--- src/rtl/servo_pwm_decoder_if.sv ---
// servo_pwm_decoder_if: PWM input pin and measurement results of the servo PWM decoder.
// master drives the pin and consumes results; slave is the decoder.
interface servo_pwm_decoder_if #(
    parameter int CW = 22
);
    logic          pwm_in;
    logic [CW-1:0] pulse_width;
    logic [CW-1:0] period;
    logic [7:0]    angle;
    logic          valid;
    logic          range_err;
    logic          signal_lost;

    modport master (output pwm_in, input pulse_width, period, angle, valid, range_err, signal_lost);
    modport slave (input pwm_in, output pulse_width, period, angle, valid, range_err, signal_lost);
endinterface

--- src/rtl/servo_pwm_decoder.sv ---
// servo_pwm_decoder: measures RC-servo PWM high time and period and converts the width to 0..180 degrees.
// Define SERVO_DEC_GLITCH_FILTER_EN to add a FILT_LEN-sample glitch filter behind the synchronizer.
module servo_pwm_decoder #(
    parameter int MIN_PULSE = 100000,
    parameter int MAX_PULSE = 200000,
    parameter int TIMEOUT   = 2500000,
    parameter int CW        = 22,
    parameter int FILT_LEN  = 4
) (
    input logic                clk,
    input logic                rst,
    servo_pwm_decoder_if.slave bus_io
);
    localparam int DW = CW + 8;
    localparam logic [CW-1:0] TMO  = CW'(TIMEOUT);
    localparam logic [CW-1:0] MINP = CW'(MIN_PULSE);
    localparam logic [CW-1:0] MAXP = CW'(MAX_PULSE);
    localparam logic [DW-1:0] SPAN = DW'(MAX_PULSE - MIN_PULSE);

    typedef enum logic [1:0] {IDLE, HIGH, LOW, LOST} state_t;

    state_t        state_q;
    logic          sync1_q, sync2_q, prev_q, line, rise, fall;
    logic [CW-1:0] hi_cnt_q, per_cnt_q, hi_lat_q, hi_pend_q, per_pend_q, hi_inc, per_inc, wc;
    logic [CW-1:0] pw_q, per_q;
    logic [DW-1:0] rem_q, num, sub;
    logic [7:0]    quo_q, angle_q;
    logic [3:0]    div_cnt_q;
    logic [2:0]    bit_idx;
    logic          take, valid_q, range_err_q, signal_lost_q;

`ifdef SERVO_DEC_GLITCH_FILTER_EN
    localparam int FW = $clog2(FILT_LEN + 1);
    localparam logic [FW-1:0] FMAX = FW'(FILT_LEN - 1);
    logic          filt_q;
    logic [FW-1:0] run_q;
    // the filtered line flips only after FILT_LEN consecutive disagreeing samples
    always_ff @(posedge clk or posedge rst)
        if (rst) begin
            filt_q <= 1'b0;
            run_q  <= '0;
        end else if (sync2_q == filt_q) run_q <= '0;
        else if (run_q == FMAX) begin
            filt_q <= sync2_q;
            run_q  <= '0;
        end else run_q <= run_q + 1'b1;
    assign line = filt_q;
`else
    assign line = sync2_q;
`endif

    assign rise    = line & ~prev_q;
    assign fall    = ~line & prev_q;
    assign hi_inc  = (hi_cnt_q == TMO) ? hi_cnt_q : hi_cnt_q + 1'b1;
    assign per_inc = (per_cnt_q == TMO) ? per_cnt_q : per_cnt_q + 1'b1;
    assign wc      = (hi_lat_q < MINP) ? MINP : (hi_lat_q > MAXP) ? MAXP : hi_lat_q;
    assign num     = DW'(wc - MINP) * DW'(180);
    // div_cnt 9..2 walks quotient bits 7..0, value 1 is the publish cycle
    assign bit_idx = 3'(div_cnt_q - 4'd2);
    assign sub     = SPAN << bit_idx;
    assign take    = rem_q >= sub;

    always_ff @(posedge clk or posedge rst)
        if (rst) begin
            {sync1_q, sync2_q, prev_q} <= '0;
            state_q       <= IDLE;
            hi_cnt_q      <= '0;
            per_cnt_q     <= '0;
            hi_lat_q      <= '0;
            hi_pend_q     <= '0;
            per_pend_q    <= '0;
            rem_q         <= '0;
            quo_q         <= '0;
            div_cnt_q     <= '0;
            pw_q          <= '0;
            per_q         <= '0;
            angle_q       <= '0;
            valid_q       <= 1'b0;
            range_err_q   <= 1'b0;
            signal_lost_q <= 1'b1;
        end else begin
            {sync1_q, sync2_q, prev_q} <= {bus_io.pwm_in, sync1_q, line};
            valid_q <= 1'b0;
            if (div_cnt_q != 4'd0) div_cnt_q <= div_cnt_q - 1'b1;
            if (div_cnt_q > 4'd1) begin
                rem_q <= take ? rem_q - sub : rem_q;
                quo_q <= {quo_q[6:0], take};
            end
            if (div_cnt_q == 4'd1) begin
                valid_q       <= 1'b1;
                angle_q       <= quo_q;
                pw_q          <= hi_pend_q;
                per_q         <= per_pend_q;
                range_err_q   <= (hi_pend_q < MINP) || (hi_pend_q > MAXP);
                signal_lost_q <= 1'b0;
            end
            case (state_q)
                IDLE:
                    if (rise) begin
                        hi_cnt_q  <= CW'(1);
                        per_cnt_q <= CW'(1);
                        state_q   <= HIGH;
                    end
                HIGH: begin
                    hi_cnt_q  <= hi_inc;
                    per_cnt_q <= per_inc;
                    if (per_cnt_q == TMO) begin
                        state_q       <= LOST;
                        signal_lost_q <= 1'b1;
                    end else if (fall) begin
                        hi_lat_q <= hi_cnt_q;
                        state_q  <= LOW;
                    end
                end
                LOW:
                    if (rise) begin
                        hi_pend_q  <= hi_lat_q;
                        per_pend_q <= per_cnt_q;
                        rem_q      <= num;
                        quo_q      <= '0;
                        div_cnt_q  <= 4'd9;
                        hi_cnt_q   <= CW'(1);
                        per_cnt_q  <= CW'(1);
                        state_q    <= HIGH;
                    end else begin
                        per_cnt_q <= per_inc;
                        if (per_cnt_q == TMO) begin
                            state_q       <= LOST;
                            signal_lost_q <= 1'b1;
                        end
                    end
                default: state_q <= IDLE;
            endcase
        end

    assign bus_io.pulse_width = pw_q;
    assign bus_io.period      = per_q;
    assign bus_io.angle       = angle_q;
    assign bus_io.valid       = valid_q;
    assign bus_io.range_err   = range_err_q;
    assign bus_io.signal_lost = signal_lost_q;
endmodule

--- src/flat_wrapper.sv ---
// flat-port wrapper written by rule: the top's interface ports become plain ports
module servo_pwm_decoder_flat 
#(
    parameter int MIN_PULSE = 100000,
    parameter int MAX_PULSE = 200000,
    parameter int TIMEOUT   = 2500000,
    parameter int CW        = 22,
    parameter int FILT_LEN  = 4
)
  (clk, rst, bus_io_pwm_in, bus_io_pulse_width, bus_io_period, bus_io_angle, bus_io_valid, bus_io_range_err, bus_io_signal_lost);
  servo_pwm_decoder_if #(.CW(CW)) bus_io_i ();
  input logic clk;
  input logic rst;
  input wire logic [$bits(bus_io_i.pwm_in)-1:0] bus_io_pwm_in;
  output wire logic [$bits(bus_io_i.pulse_width)-1:0] bus_io_pulse_width;
  output wire logic [$bits(bus_io_i.period)-1:0] bus_io_period;
  output wire logic [$bits(bus_io_i.angle)-1:0] bus_io_angle;
  output wire logic [$bits(bus_io_i.valid)-1:0] bus_io_valid;
  output wire logic [$bits(bus_io_i.range_err)-1:0] bus_io_range_err;
  output wire logic [$bits(bus_io_i.signal_lost)-1:0] bus_io_signal_lost;
  assign bus_io_i.pwm_in = bus_io_pwm_in;
  assign bus_io_pulse_width = bus_io_i.pulse_width;
  assign bus_io_period = bus_io_i.period;
  assign bus_io_angle = bus_io_i.angle;
  assign bus_io_valid = bus_io_i.valid;
  assign bus_io_range_err = bus_io_i.range_err;
  assign bus_io_signal_lost = bus_io_i.signal_lost;
  servo_pwm_decoder #(.MIN_PULSE(MIN_PULSE), .MAX_PULSE(MAX_PULSE), .TIMEOUT(TIMEOUT), .CW(CW), .FILT_LEN(FILT_LEN)) u_core (.clk(clk), .rst(rst), .bus_io(bus_io_i));
endmodule
--- config.mk ---
export PLATFORM = sky130hd
export DESIGN_NAME = servo_pwm_decoder_flat
export DESIGN_NICKNAME = d
export VERILOG_FILES = /design/src/rtl/servo_pwm_decoder_if.sv /design/src/rtl/servo_pwm_decoder.sv /design/src/flat_wrapper.sv
export SDC_FILE = /design/constraint.sdc
export NUM_CORES = 1
export LEC_CHECK = 0
export CAP_MARGIN = 20
export CORE_MARGIN = 3
export CORE_UTILIZATION = 50
export DETAILED_ROUTE_END_ITERATION = 10
export GPL_TIMING_DRIVEN = 1
export PLACE_DENSITY = 0.71
export SYNTH_ARGS = -nofsm -noshare
export SYNTH_HDL_FRONTEND = slang
export SYNTH_SLANG_ARGS = --single-unit
--- constraint.sdc ---
create_clock -name clk -period 6.2 [get_ports clk]
set_clock_uncertainty 0.05 [all_clocks]
set_input_delay 0.62 -clock clk [delete_from_list [all_inputs] [get_ports clk]]
set_output_delay 0.62 -clock clk [all_outputs]
set_load 0.01 [all_outputs]
Word-level counts from Yosys, hierarchy flattened --
Cells that the tools add are included.
Word-level totals: input port bits 3, output and inout bits 55, logic and storage cells 87, register bits 212
Cells by class: $add $sub $neg 6, bitwise operators 5, order comparisons 6, shift operators 1, multiply operators 1, equality and inequality tests 10, reductions and logical operators 11, mux-type cells 29
Operators by type and width (number):
- $mux W22 | 6
- $mux W30 | 4
- $pmux W22 S3 | 1
- $add A22 B1 Y22 const B | 2
- $eq A22 B22 Y1 const B | 2
- $gt A22 B18 Y1 const B | 2
- $lt A22 B17 Y1 const B | 2
- $pmux W22 S2 | 1
- $ge A30 B30 Y1 | 1
- $mul A30 B6 Y28 const B | 1
- $shl A17 B3 Y30 const A | 1
- $sub A30 B30 Y30 | 1
- $mux W8 | 3
- $sub A22 B17 Y23 const B | 1
- $mux W4 | 3
- $mux W2 | 5
- $reduce_and A3 Y1 | 3
- $ne A3 B1 Y1 const B | 2
- $pmux W2 S3 | 1
- $eq A4 B1 Y1 const B | 1
- $gt A4 B1 Y1 const B | 1
- $mux W1 | 4
- $ne A2 B1 Y1 const B | 2
- $reduce_and A2 Y1 | 2
- 14 further kinds | 17

Logic depth before layout (Yosys ltp) --
Gate-level depths: netlist (run 1).
depth in word-level cells 7, mapped depth 29, mapped depth without buffers 28

Worst setup path before layout (run 1) --
No wires, ideal clock.
path type register to register, from register u_core.hi_lat_q[18], to register u_core.rem_q[29], stages on the path, launching flop included 27, slack -111 ps, buffers on the path 1, required time 6067 ps, setup time 83 ps, clock period less this slack 6311 ps, arrival time 6178 ps, path through dfrtp_1 or4_1 nor4b_1 a21o_1 a31o_2 clkbuf_1 a21oi_1 ha_1 nor2b_1 nand4_1 o211ai_2 nor2_1 a311oi_1 ha_1 inv_1 fa_1 fa_1 inv_1 ha_1 nand2_1 o211ai_1 a21oi_1 or3_1 a311oi_1 a31oi_1 xnor2_1 o21ai_0
On the way: longest elaborated chain between the ends 7, elaborated cells on any way between the ends 8, those cells by class 1 x add/sub; 1 x mul; 2 x order compare; 4 x mux
Ends and longest elaborated chain:
- start: declaration | RTL line servo_pwm_decoder.sv:24 | logic [CW-1:0] hi_cnt_q, per_cnt_q, hi_lat_q, hi_pend_q, per_pend_q, hi_inc, per_inc, wc;
- start signal: assignment | RTL line servo_pwm_decoder.sv:111 | hi_lat_q <= hi_cnt_q;
- $gt A22 B18 Y1 | RTL line servo_pwm_decoder.sv:56 | assign wc = (hi_lat_q < MINP) ? MINP : (hi_lat_q > MAXP) ? MAXP : hi_lat_q;
- $mux W22 | RTL line servo_pwm_decoder.sv:56
- $mux W22 * | RTL line servo_pwm_decoder.sv:56
- $sub A22 B17 Y23 * | RTL line servo_pwm_decoder.sv:57 | assign num = DW'(wc - MINP) * DW'(180);
- $mul A30 B6 Y28 * | RTL line servo_pwm_decoder.sv:57
- $mux W30 * | RTL line servo_pwm_decoder.sv:116 | if (rise) begin
- $mux W30 * | RTL line servo_pwm_decoder.sv:97 | case (state_q)
- end signal: assignment | RTL line servo_pwm_decoder.sv:86 | rem_q <= take ? rem_q - sub : rem_q;
- end signal: assignment | RTL line servo_pwm_decoder.sv:119 | rem_q <= num;
- end: declaration | RTL line servo_pwm_decoder.sv:26 | logic [DW-1:0] rem_q, num, sub;
Every way passes the cells marked *; elsewhere a longest branch is shown, timed or not. A chain may end at the register's enable or synchronous reset.

Final worst setup path (run 1) --
from register u_core.hi_lat_q[20], to register u_core.rem_q[26]
Same word-level chain as after synthesis.

==> metrics.log, run 1 <==
[metrics] initial antenna violation count: 0
[metrics] most used flip-flop cell after synthesis: dfrtp_1
[metrics] number of vias in the routed layout: 9842
[metrics] highest fanout seen on the critical path: 4
[metrics] Skew-Pair Late Insertion Delay: 0.51 ns
[metrics] Max-slew headroom: 0.2857
[metrics] overflow left after global routing: 0
[metrics] Gate Count Post-Synth: 1373
[metrics] Post-Syn Area: 13080 µm²
[metrics] DP Wirelength: 20470 µm
[metrics] initial core utilization: 0.5134
[metrics] critical path launch point type: flip-flop
[metrics] non-filler instance count after layout: 1815
[metrics] Required @ worst endpoint: 6.53 ns
[metrics] leakage component of the power: 7.600 nW
[metrics] cell with the most instances after synthesis: nand2_1
[metrics] Netlist cell types: 69
[metrics] Finish-stage setup viols: 0
[metrics] fill cell count: 2044
[metrics] Hold Path Class: flip-flop to flip-flop
[metrics] Critical Path Sink Type: flip-flop
[metrics] clk buf depth: 3
[metrics] number of global-route vias before repair: 9871
[metrics] Cell Count Post-Placement: 1765
[metrics] number of placed I/O pins: 58
[metrics] post-route setup slack: 0.02562 ns
[metrics] Routability Congestion: 0.8898
[metrics] detailed-route wire length per cell: 15.65 µm
[metrics] num rows: 58
[metrics] Worst-Margin Slew: 1.044 ns
[metrics] number of warnings printed during yosys synthesis: 0
[metrics] total detailed-routing wirelength: 28410 µm
[metrics] clock sink total: 210
[metrics] Max Slew Vio Count: 0
[metrics] die boundary height: 167.7 µm
[metrics] maximum vdd drop: 0.3389 mV
[metrics] critical path arrival: 6.51 ns
[metrics] pre-CTS setup slack: -0.1197 ns
[metrics] router iterations before antenna repair: 5
[metrics] die area: 28130 µm²
[metrics] Final Cycle Share: 0.9959
[metrics] top area cells in the synthesized netlist: dfrtp_1 40%, ha_1 9.2%, nand2_1 6.5%, mux2_2 6.2%, fa_1 5.4%
[metrics] number of buffers inserted by port buffering: 57
[metrics] root buffer cell: clkbuf_16
[metrics] ANT cells: 0
[metrics] layout cell share with drive strength beyond 1: 0.1380
[metrics] maximum number of pins on one net before global-route repair: 86
[metrics] most area-hungry cell type in the Yosys netlist: dfrtp_1
[metrics] sequential area share after synthesis: 0.4020
[metrics] vias per cell: 5.423
[metrics] crit path time final: 6.174 ns
[metrics] Cell Pwr Density: 396.5 nW/µm²
[metrics] antenna viol nets, final: 0
[metrics] maximum clock rate: 162.0 MHz
[metrics] count of flip-flops with a built-in enable after synthesis: 0
[metrics] register clock-pin slew on the reported worst setup and hold paths: 0.06 ns
[metrics] FFs w/ async S/R, synth: 1.000
[metrics] outcome: finished, final reports clean
[metrics] Fin. Hold Viols: 0
[metrics] post-route DRC violation count: 0
[metrics] level count of the clock H-tree: 1
[metrics] Yosys reg bits: 210
[metrics] final total power: 6.130 mW
[metrics] unrepaired setup endpoints after global routing: yes
[metrics] wire length of the first global-routing pass: 47830 µm
[metrics] per-instance average area after synthesis: 9.524 µm²
[metrics] count of maximum capacitance violations: 0
[metrics] Num CTS Buffers: 23
[metrics] Synth top area share: 0.4000
[metrics] die extent in x: 167.7 µm
[metrics] final net count: 1603
[metrics] initial drt markers: 610
[metrics] overall track demand over capacity in global routing: 0.1992
[metrics] category of the critical setup timing path: flip-flop to flip-flop
[metrics] layout overhead on the synthesized area: 18.23%
[metrics] TritonCTS clock tree: done
[metrics] top cells by count, synth: 225 x nand2_1, 209 x dfrtp_1, 126 x inv_1
[metrics] core area: 25470 µm²
placed cells by master (no fill, tap or decap), types with 5 or more instances in the layout:
master           netlist  routed
a21o_1                16      16
nand4_1               13      13
nand2_1              225     223
bufinv_16              0       6
clkbuf_16              0      23
nor2_1                84      82
and2_1                 8       7
buf_4                  1      44
fa_1                  35      34
nor4_1                12      12
o211ai_1               6       6
xnor2_1               39      36
ha_4                   0       9
conb_1                 2       9
o31ai_1                9       8
o21ai_1                2       6
o21ai_0               55      51
mux2i_1               20      20
ha_1                  96      85
nor2b_1                6       5
xor2_1                42      42
o21a_1                 6       6
mux2_2                72      72
or3_1                 13      12
dfrtp_1              209     209
nand2b_1               9       9
inv_1                126     123
clkdlybuf4s50_1        0      57
a211oi_1               8       8
nor3_1                15      14
a31oi_1               10      10
nand3_1               25      23
and3_1                18      17
o31a_1                 5       5
a21oi_1               78      75
cell type report:
| type | instances | area [µm²] | share of cell area |
|---|---|---|---|
| multi-input cells | 1004 | 7516 | 0.4862 |
| flip-flops and latches | 210 | 5256 | 0.3400 |
| inverters | 126 | 476.7 | 0.03084 |
| well taps | 330 | 412.9 | 0.02671 |
| clock inverters | 12 | 225.2 | 0.01457 |
| repair buffers | 104 | 944.7 | 0.06110 |
| clock buffers | 29 | 628.1 | 0.04063 |
sequential cells by signal, indices dropped and copies added, names as in the netlist, 22 cells and up:
name and cells:
u_core.bus_io.period 22, u_core.bus_io.pulse_width 22, u_core.hi_cnt_q 22, u_core.hi_lat_q 22, u_core.hi_pend_q 22, u_core.per_cnt_q 22, u_core.per_pend_q 22, u_core.rem_q 28
power by group:
group / total [mW] / leakage [nW] / internal [mW] / switching [mW]
logic: 2.82 / 4.38 / 1.26 / 1.55
registers: 1.80 / 2.80 / 1.63 / 0.173
clock network: 1.51 / 0.419 / 0.971 / 0.544
through the flow:
step	TNS [ns]	cell area, µm²	hold WS (ns)	util
after global placement	0	14240	0.2876	0.5590
after global routing	-1.118	15460	0.3155	0.6069
after detailed placement	-0.1890	14250	0.3030	0.5594
final	0	15460	0.3068	0.6069
after floorplan	0	13110	0.2812	-
after CTS	0	15110	0.3131	0.5932
critical path, cell delays in order (launching register included):
cell      delay, ns
dfrtp_1        0.38
or4_4          0.57
nor4b_4        0.32
buf_4          0.16
a31o_4         0.16
nand2b_1       0.05
nand2_1        0.07
ha_2           0.20
inv_1          0.08
nand3_2        0.08
o211ai_2       0.14
o311ai_2       0.36
o41ai_2        0.15
a22o_2         0.27
ha_4           0.18
xor2_1         0.17
ha_1           0.29
inv_1          0.05
fa_1           0.51
inv_2          0.05
ha_4           0.25
a21o_1         0.21
a2111o_1       0.41
a221o_1        0.29
nand3_2        0.09
nand2_1        0.06
xor2_1         0.14
a221o_1        0.29
kinds of logic (layout without fill, tap and decap cells):
logic type	count (synthesis)	after routing	synth area share
AND/OR/NAND/NOR	455	455	0.1586
adder cells (fa/ha/maj)	131	131	0.1454
multiplexers	92	92	0.07731
flip-flops	210	210	0.4020
AO/OA/AOI/OAI	236	236	0.1135
buffers and inverters	166	271	0.04842
other	2	9	0.0005743
XOR/XNOR	81	81	0.05425
timing repair:
item | CTS | global route
hold buffers | 0 | 0
pin swaps | 0 | 21
setup buffers | 0 | 6
resized for setup | 2 | 46
endpoints found under the setup margin | 4 | 12
metal layers:
layer  global-route usage  share of wire
met5                    0              0
met4              0.04482          0.017
met3              0.02573          0.037
met2               0.3346           0.48
met1               0.2784           0.46
worst paths after layout:
kind	startpoint	end	slack (ns)	cells past startpoint
max	u_core.hi_lat_q[20]	u_core.rem_q[26]	0.03	27
min	u_core.sync1_q	u_core.line	0.31	0
max reg2reg	u_core.hi_lat_q[20]	u_core.rem_q[26]	0.03	27
min reg2reg	u_core.sync1_q	u_core.line	0.31	0
max in group asynchronous	rst	u_core.rem_q[19]	4.25	3
min in group asynchronous	rst	u_core.bus_io.period[21]	0.53	2
Note: power is estimated with default switching activity, not from simulation.
==> run 2, diff against run 1 <==
--- a/config.mk
+++ b/config.mk
@@ -6,7 +6,7 @@
 export NUM_CORES = 1
 export LEC_CHECK = 0
 export CAP_MARGIN = 20
-export CORE_MARGIN = 3
+export CORE_MARGIN = 2
 export CORE_UTILIZATION = 50
 export DETAILED_ROUTE_END_ITERATION = 10
 export GPL_TIMING_DRIVEN = 1
==> metrics.log, run 2 (synthesized netlist as in run 1, its figures left out) <==
[metrics] outcome: finished, final reports clean
[metrics] hold_sp: u_core.sync1_q
[metrics] number of vias in the routed layout: 9909
[metrics] total detailed-routing wirelength: 28670 µm
[metrics] die area: 27460 µm²
[metrics] worst reg2reg path endpoint: u_core.rem_q[27]
[metrics] overall track demand over capacity in global routing: 0.2075
[metrics] proportion of power drawn by combinational gates: 0.476
[metrics] core area: 25840 µm²
[metrics] end of the worst hold path: u_core.line
[metrics] TritonCTS clock tree: done
[metrics] root buffer cell: clkbuf_16
[metrics] Sequential Power Share: 0.305
[metrics] Switching Power: 2.291 mW
[metrics] router iterations before antenna repair: 5
[metrics] leading cell type in the layout, fill and taps excluded: nand2_1
[metrics] number of buffers inserted by port buffering: 57
[metrics] initial drt markers: 613
[metrics] RR Startpoint: u_core.hi_lat_q[19]
[metrics] DP Wirelength: 20600 µm
[metrics] post-route DRC violation count: 0
[metrics] category of the critical setup timing path: flip-flop to flip-flop
[metrics] Skew-Pair Late Insertion Delay: 0.51 ns
[metrics] number of global-route vias before repair: 9840
[metrics] detailed-route wire length per cell: 15.82 µm
[metrics] Num CTS Buffers: 23
[metrics] final net count: 1596
[metrics] end-of-flow core utilization: 0.5893
[metrics] Critical Path Sink Type: flip-flop
[metrics] number of placed I/O pins: 58
[metrics] num rows: 59
[metrics] commonest cells after routing, fill and taps aside: 222 x nand2_1, 209 x dfrtp_1, 122 x inv_1
[metrics] Final Cycle Share: 0.9819
[metrics] Hold Path Class: flip-flop to flip-flop
[metrics] Required @ worst endpoint: 6.57 ns
[metrics] final cell area excluding filler cells: 15230 µm²
[metrics] clock sink total: 210
[metrics] Max-slew headroom: 0.3121
[metrics] family with the most delay on the worst path: compound AO/OA/AOI/OAI gates
[metrics] antenna viol nets, final: 0
[metrics] Fin. Hold Viols: 0
[metrics] unrepaired setup endpoints after global routing: yes
[metrics] register clock-pin slew on the reported worst setup and hold paths: 0.06 ns
[metrics] Hold Path Stages: 0
[metrics] highest fanout seen on the critical path: 5
[metrics] critical path arrival: 6.46 ns
[metrics] layout overhead on the synthesized area: 16.44%
[metrics] die extent in x: 165.7 µm
[metrics] die boundary height: 165.7 µm
[metrics] hold bufs inserted after CTS: 0
[metrics] switching share of total power: 0.3858
[metrics] leakage component of the power: 7.509 nW
[metrics] hold_ws: 0.2984 ns
[metrics] Finish-stage setup viols: 0
[metrics] number of buffer and inverter stages on the critical path: 2
[metrics] layout cell share with drive strength beyond 1: 0.1259
[metrics] Max Slew Vio Count: 0
[metrics] level count of the clock H-tree: 1
[metrics] R2R depth: 27
[metrics] Largest register FFs: 28
[metrics] crit path time final: 6.088 ns
[metrics] part of the total power dissipated in the clock network: 0.219
[metrics] vias per cell: 5.469
[metrics] most flop-heavy register: u_core.rem_q
[metrics] Worst-Margin Slew: 1.032 ns
[metrics] internal cell power: 3.649 mW
[metrics] maximum vdd drop: 0.3200 mV
[metrics] wire length of the first global-routing pass: 48580 µm
[metrics] clk buf depth: 3
[metrics] Slowest Stage Delay on Critical Path: 0.59 ns
[metrics] initial core utilization: 0.5061
[metrics] maximum number of pins on one net before global-route repair: 137
[metrics] Crit path top cell by count: ha_4
[metrics] count of maximum capacitance violations: 0
[metrics] Cell Pwr Density: 390.1 nW/µm²
[metrics] final total power: 5.940 mW
[metrics] initial antenna violation count: 0
[metrics] maximum clock rate: 164.3 MHz
[metrics] Post-Route Setup TNS: 0 ns
[metrics] setup slack of the most critical reg-to-reg path: 0.11 ns
[metrics] cell at the slowest stage of the critical path: or4_4
[metrics] critical path launch point type: flip-flop
[metrics] cell area reported after detailed placement: 14240 µm²
[metrics] overflow left after global routing: 0
[metrics] ANT cells: 0
[metrics] Routability Congestion: 0.8887
-- run 2: cell types whose count changed in the layout (fill, tap and decap cells not counted), sizes merged --
cell and change:
buf -7, bufinv -6, clkbuf +6, inv -3, clkinv +2
-- run 2: worst max path at each step --
| stage | from | end | slack, ns | depth (start not counted) |
|---|---|---|---|---|
| finish | u_core.hi_lat_q[19] | u_core.rem_q[27] | 0.11 | 27 |
| global route | u_core.hi_lat_q[19] | u_core.rem_q[29] | -0.09 | 27 |
| CTS | u_core.hi_lat_q[19] | u_core.rem_q[29] | 0.01 | 27 |
| detailed placement | u_core.hi_lat_q[19] | u_core.rem_q[29] | -0.12 | 27 |
| global placement | u_core.hi_lat_q[18] | u_core.rem_q[29] | 0.06 | 27 |
| floorplan | u_core.hi_lat_q[18] | u_core.rem_q[29] | 0.07 | 26 |
-- run 2: final cells by class --
cell class | instances | area, µm²
well taps | 335 | 419.2
repair buffers | 97 | 884.6
flip-flops and latches | 210 | 5256
multi-input cells | 1004 | 7466
clock inverters | 5 | 32.53
fillers | 2240 | 10610
inverters | 126 | 476.7
clock buffers | 35 | 690.7
-- run 2: timing repair --
action | CTS | global route
resized for setup | 6 | 37
pin swaps | 2 | 25
buffers inserted | 0 | 4
endpoints found under the setup margin | 4 | 10
-- run 2: per-stage QoR --
| step | worst slack (ns) | std cells |
|---|---|---|
| after floorplan | 0.06501 | 1380 |
| after global placement | 0.05930 | 1765 |
| after detailed placement | -0.1247 | 1766 |
| after CTS | 0.01469 | 1806 |
| after global routing | -0.08950 | 1812 |
| final | 0.1125 | 1812 |
-- run 2: worst reg2reg max path: cells and delay by family, from the launching register on --
| kind | cells | cell delay [ns] |
|---|---|---|
| adder cells (fa/ha/maj) | 5 | 1.77 |
| buffers and inverters | 2 | 0.09 |
| XOR/XNOR | 1 | 0.18 |
| flip-flops | 1 | 0.40 |
| AO/OA/AOI/OAI | 10 | 1.84 |
| AND/OR/NAND/NOR | 9 | 1.66 |
-- run 2: routing by layer --
layer,vias to the layer above,global-route usage,part of all wire
met5,-,0,0
met4,0,0.04575,0.020
met3,38,0.02485,0.033
met2,173,0.3478,0.48
met1,4835,0.2913,0.47
li1,4863,-,-
-- run 2: power groups by stage --
| stage | Combinational, mW | Sequential (mW) | Clock [mW] |
|---|---|---|---|
| floorplan | 2.17 | 1.80 | 0 |
| global placement | 2.70 | 1.82 | 0 |
| detailed placement | 2.78 | 1.83 | 0 |
| CTS | 2.81 | 1.81 | 1.33 |
| global route | 3.19 | 1.84 | 1.38 |
| finish | 2.83 | 1.81 | 1.30 |
==> run 3, diff against run 2 <==
--- a/config.mk
+++ b/config.mk
@@ -8,9 +8,11 @@
 export CAP_MARGIN = 20
 export CORE_MARGIN = 2
 export CORE_UTILIZATION = 50
+export CTS_CLUSTER_SIZE = 12
 export DETAILED_ROUTE_END_ITERATION = 10
 export GPL_TIMING_DRIVEN = 1
 export PLACE_DENSITY = 0.71
+export SLEW_MARGIN = 20
 export SYNTH_ARGS = -nofsm -noshare
 export SYNTH_HDL_FRONTEND = slang
 export SYNTH_SLANG_ARGS = --single-unit
==> metrics.log, run 3 (synthesized netlist as in run 1, its figures left out) <==
[metrics] num rows: 59
[metrics] critical path arrival: 6.41 ns
[metrics] leading cell type in the layout, fill and taps excluded: nand2_1
[metrics] layout overhead on the synthesized area: 17.00%
[metrics] final total power: 6.029 mW
[metrics] cell at the slowest stage of the critical path: or4_4
[metrics] Routability Congestion: 0.8887
[metrics] Slowest Stage Delay on Critical Path: 0.58 ns
[metrics] outcome: finished, final reports clean
[metrics] maximum number of pins on one net before global-route repair: 137
[metrics] total detailed-routing wirelength: 28560 µm
[metrics] highest fanout seen on the critical path: 4
[metrics] category of the critical setup timing path: flip-flop to flip-flop
[metrics] overall track demand over capacity in global routing: 0.2068
[metrics] clock sink total: 210
[metrics] Max Slew Vio Count: 0
[metrics] unrepaired setup endpoints after global routing: yes
[metrics] fraction of met3 tracks used by global routing: 0.02294
[metrics] met2 usage: 0.3428
[metrics] post-route DRC violation count: 0
[metrics] footprint of the multi-input gates: 7475 µm²
[metrics] family with the most delay on the worst path: compound AO/OA/AOI/OAI gates
[metrics] die extent in x: 165.7 µm
[metrics] wire length of the first global-routing pass: 48350 µm
[metrics] Critical Path Sink Type: flip-flop
[metrics] hold_sp: u_core.sync1_q
[metrics] Worst-Margin Slew: 1.044 ns
[metrics] Hold Path Class: flip-flop to flip-flop
[metrics] fill cell count: 2236
[metrics] Cell Pwr Density: 394.1 nW/µm²
[metrics] initial drt markers: 722
[metrics] register clock-pin slew on the reported worst setup and hold paths: 0.06 ns
[metrics] DP Wirelength: 20530 µm
[metrics] maximum vdd drop: 0.3147 mV
[metrics] ANT cells: 0
[metrics] post-route setup slack: 0.1265 ns
[metrics] number of buffer and inverter stages on the critical path: 1
[metrics] Num CTS Buffers: 24
[metrics] Final Cycle Share: 0.9796
[metrics] count of maximum capacitance violations: 0
[metrics] initial antenna violation count: 0
[metrics] number of placed I/O pins: 58
[metrics] final net count: 1595
[metrics] number of vias in the routed layout: 9906
[metrics] non-filler instance count after layout: 1811
[metrics] TritonCTS clock tree: done
[metrics] router iterations before antenna repair: 6
[metrics] clk buf depth: 3
[metrics] met1 layer usage reported by global route: 0.2940
[metrics] leakage component of the power: 7.560 nW
[metrics] Required @ worst endpoint: 6.54 ns
[metrics] overflow left after global routing: 0
[metrics] most used routing layer: met2
[metrics] Skew-Pair Late Insertion Delay: 0.51 ns
[metrics] vias per cell: 5.470
[metrics] Largest register FFs: 28
[metrics] Cell Count Post-Placement: 1765
[metrics] Finish-stage setup viols: 0
[metrics] RR Startpoint: u_core.hi_lat_q[19]
[metrics] Fin. Hold Viols: 0
[metrics] number of buffers inserted by port buffering: 57
[metrics] crit path time final: 6.074 ns
[metrics] pre-CTS setup slack: -0.1262 ns
[metrics] startpoint of the most critical setup path: u_core.hi_lat_q[19]
[metrics] die boundary height: 165.7 µm
[metrics] die area: 27460 µm²
[metrics] commonest cells after routing, fill and taps aside: 222 x nand2_1, 209 x dfrtp_1, 122 x inv_1
[metrics] most flop-heavy register: u_core.rem_q
[metrics] layout cell share with drive strength beyond 1: 0.1314
[metrics] hold bufs inserted after CTS: 0
[metrics] number of global-route vias before repair: 9846
[metrics] critical path launch point type: flip-flop
[metrics] antenna viol nets, final: 0
[metrics] root buffer cell: clkbuf_16
[metrics] maximum clock rate: 164.6 MHz
[metrics] core area: 25840 µm²
[metrics] register area: 5256 µm²
[metrics] detailed-route wire length per cell: 15.77 µm
[metrics] initial core utilization: 0.5061
[metrics] level count of the clock H-tree: 1
[metrics] Max-slew headroom: 0.3039
## run 3: changes by cell type in the layout (fill, tap and decap cells not counted), moves of 2 or more
cell / delta
a21oi_2: +2
o41ai_2: +2
o41ai_1: -2
nor2_1: -2
nor2_2: +2
clkbuf_16: +2
ha_4: -2
clkbuf_1: -2
a21oi_1: -2
## run 3: power by group
| group | switching [mW] | leakage [nW] | total, mW | internal, mW |
|---|---|---|---|---|
| logic | 1.57 | 4.36 | 2.81 | 1.24 |
| clock network | 0.546 | 0.400 | 1.41 | 0.869 |
| registers | 0.182 | 2.80 | 1.81 | 1.63 |
| total | 2.29 | 7.56 | 6.03 | 3.74 |
## run 3: area by class of cell
type,instances,area share
sequential,210,0.3436
clock inverter,5,0.003762
inverter,126,0.03116
multi-input combinational,1004,0.4886
tap,335,0.02740
timing repair buffer,95,0.05675
clock buffer,36,0.04882
## run 3: metal layers
| metal | up-vias | part of all wire |
|---|---|---|
| li1 | 4875 | - |
| met1 | 4807 | 0.47 |
| met2 | 177 | 0.48 |
| met3 | 47 | 0.028 |
| met4 | 0 | 0.021 |
| met5 | - | 0 |
## run 3: stage by stage
stage	cell area [µm²]	hold slack, ns	util	setup TNS, ns
2_1_floorplan	13110	0.2812	-	0
3_3_place_gp	14230	0.2840	0.5507	0
3_5_place_dp	14230	0.2918	0.5508	-0.2751
4_1_cts	15060	0.3045	0.5831	0
5_1_grt	15300	0.3080	0.5922	-0.6188
6_report	15300	0.2989	0.5922	0
## run 3: path summary, 6_finish.rpt
| check | endpoint | slack (ns) | cells after the start |
|---|---|---|---|
| setup / recovery | u_core.rem_q[26] | 0.13 | 26 |
| min in group asynchronous | u_core.bus_io.pulse_width[1] | 0.58 | 3 |
| setup reg to reg | u_core.rem_q[26] | 0.13 | 26 |
| hold / removal | u_core.line | 0.30 | 0 |
| max in group asynchronous | u_core.hi_lat_q[9] | 4.12 | 4 |
| hold reg to reg | u_core.line | 0.30 | 0 |
## run 3: timing repair
item	CTS	global route
setup buffers	0	5
pin swaps	1	22
endpoints found under the setup margin	4	11
gates resized for setup	5	40
gates cloned	0	0
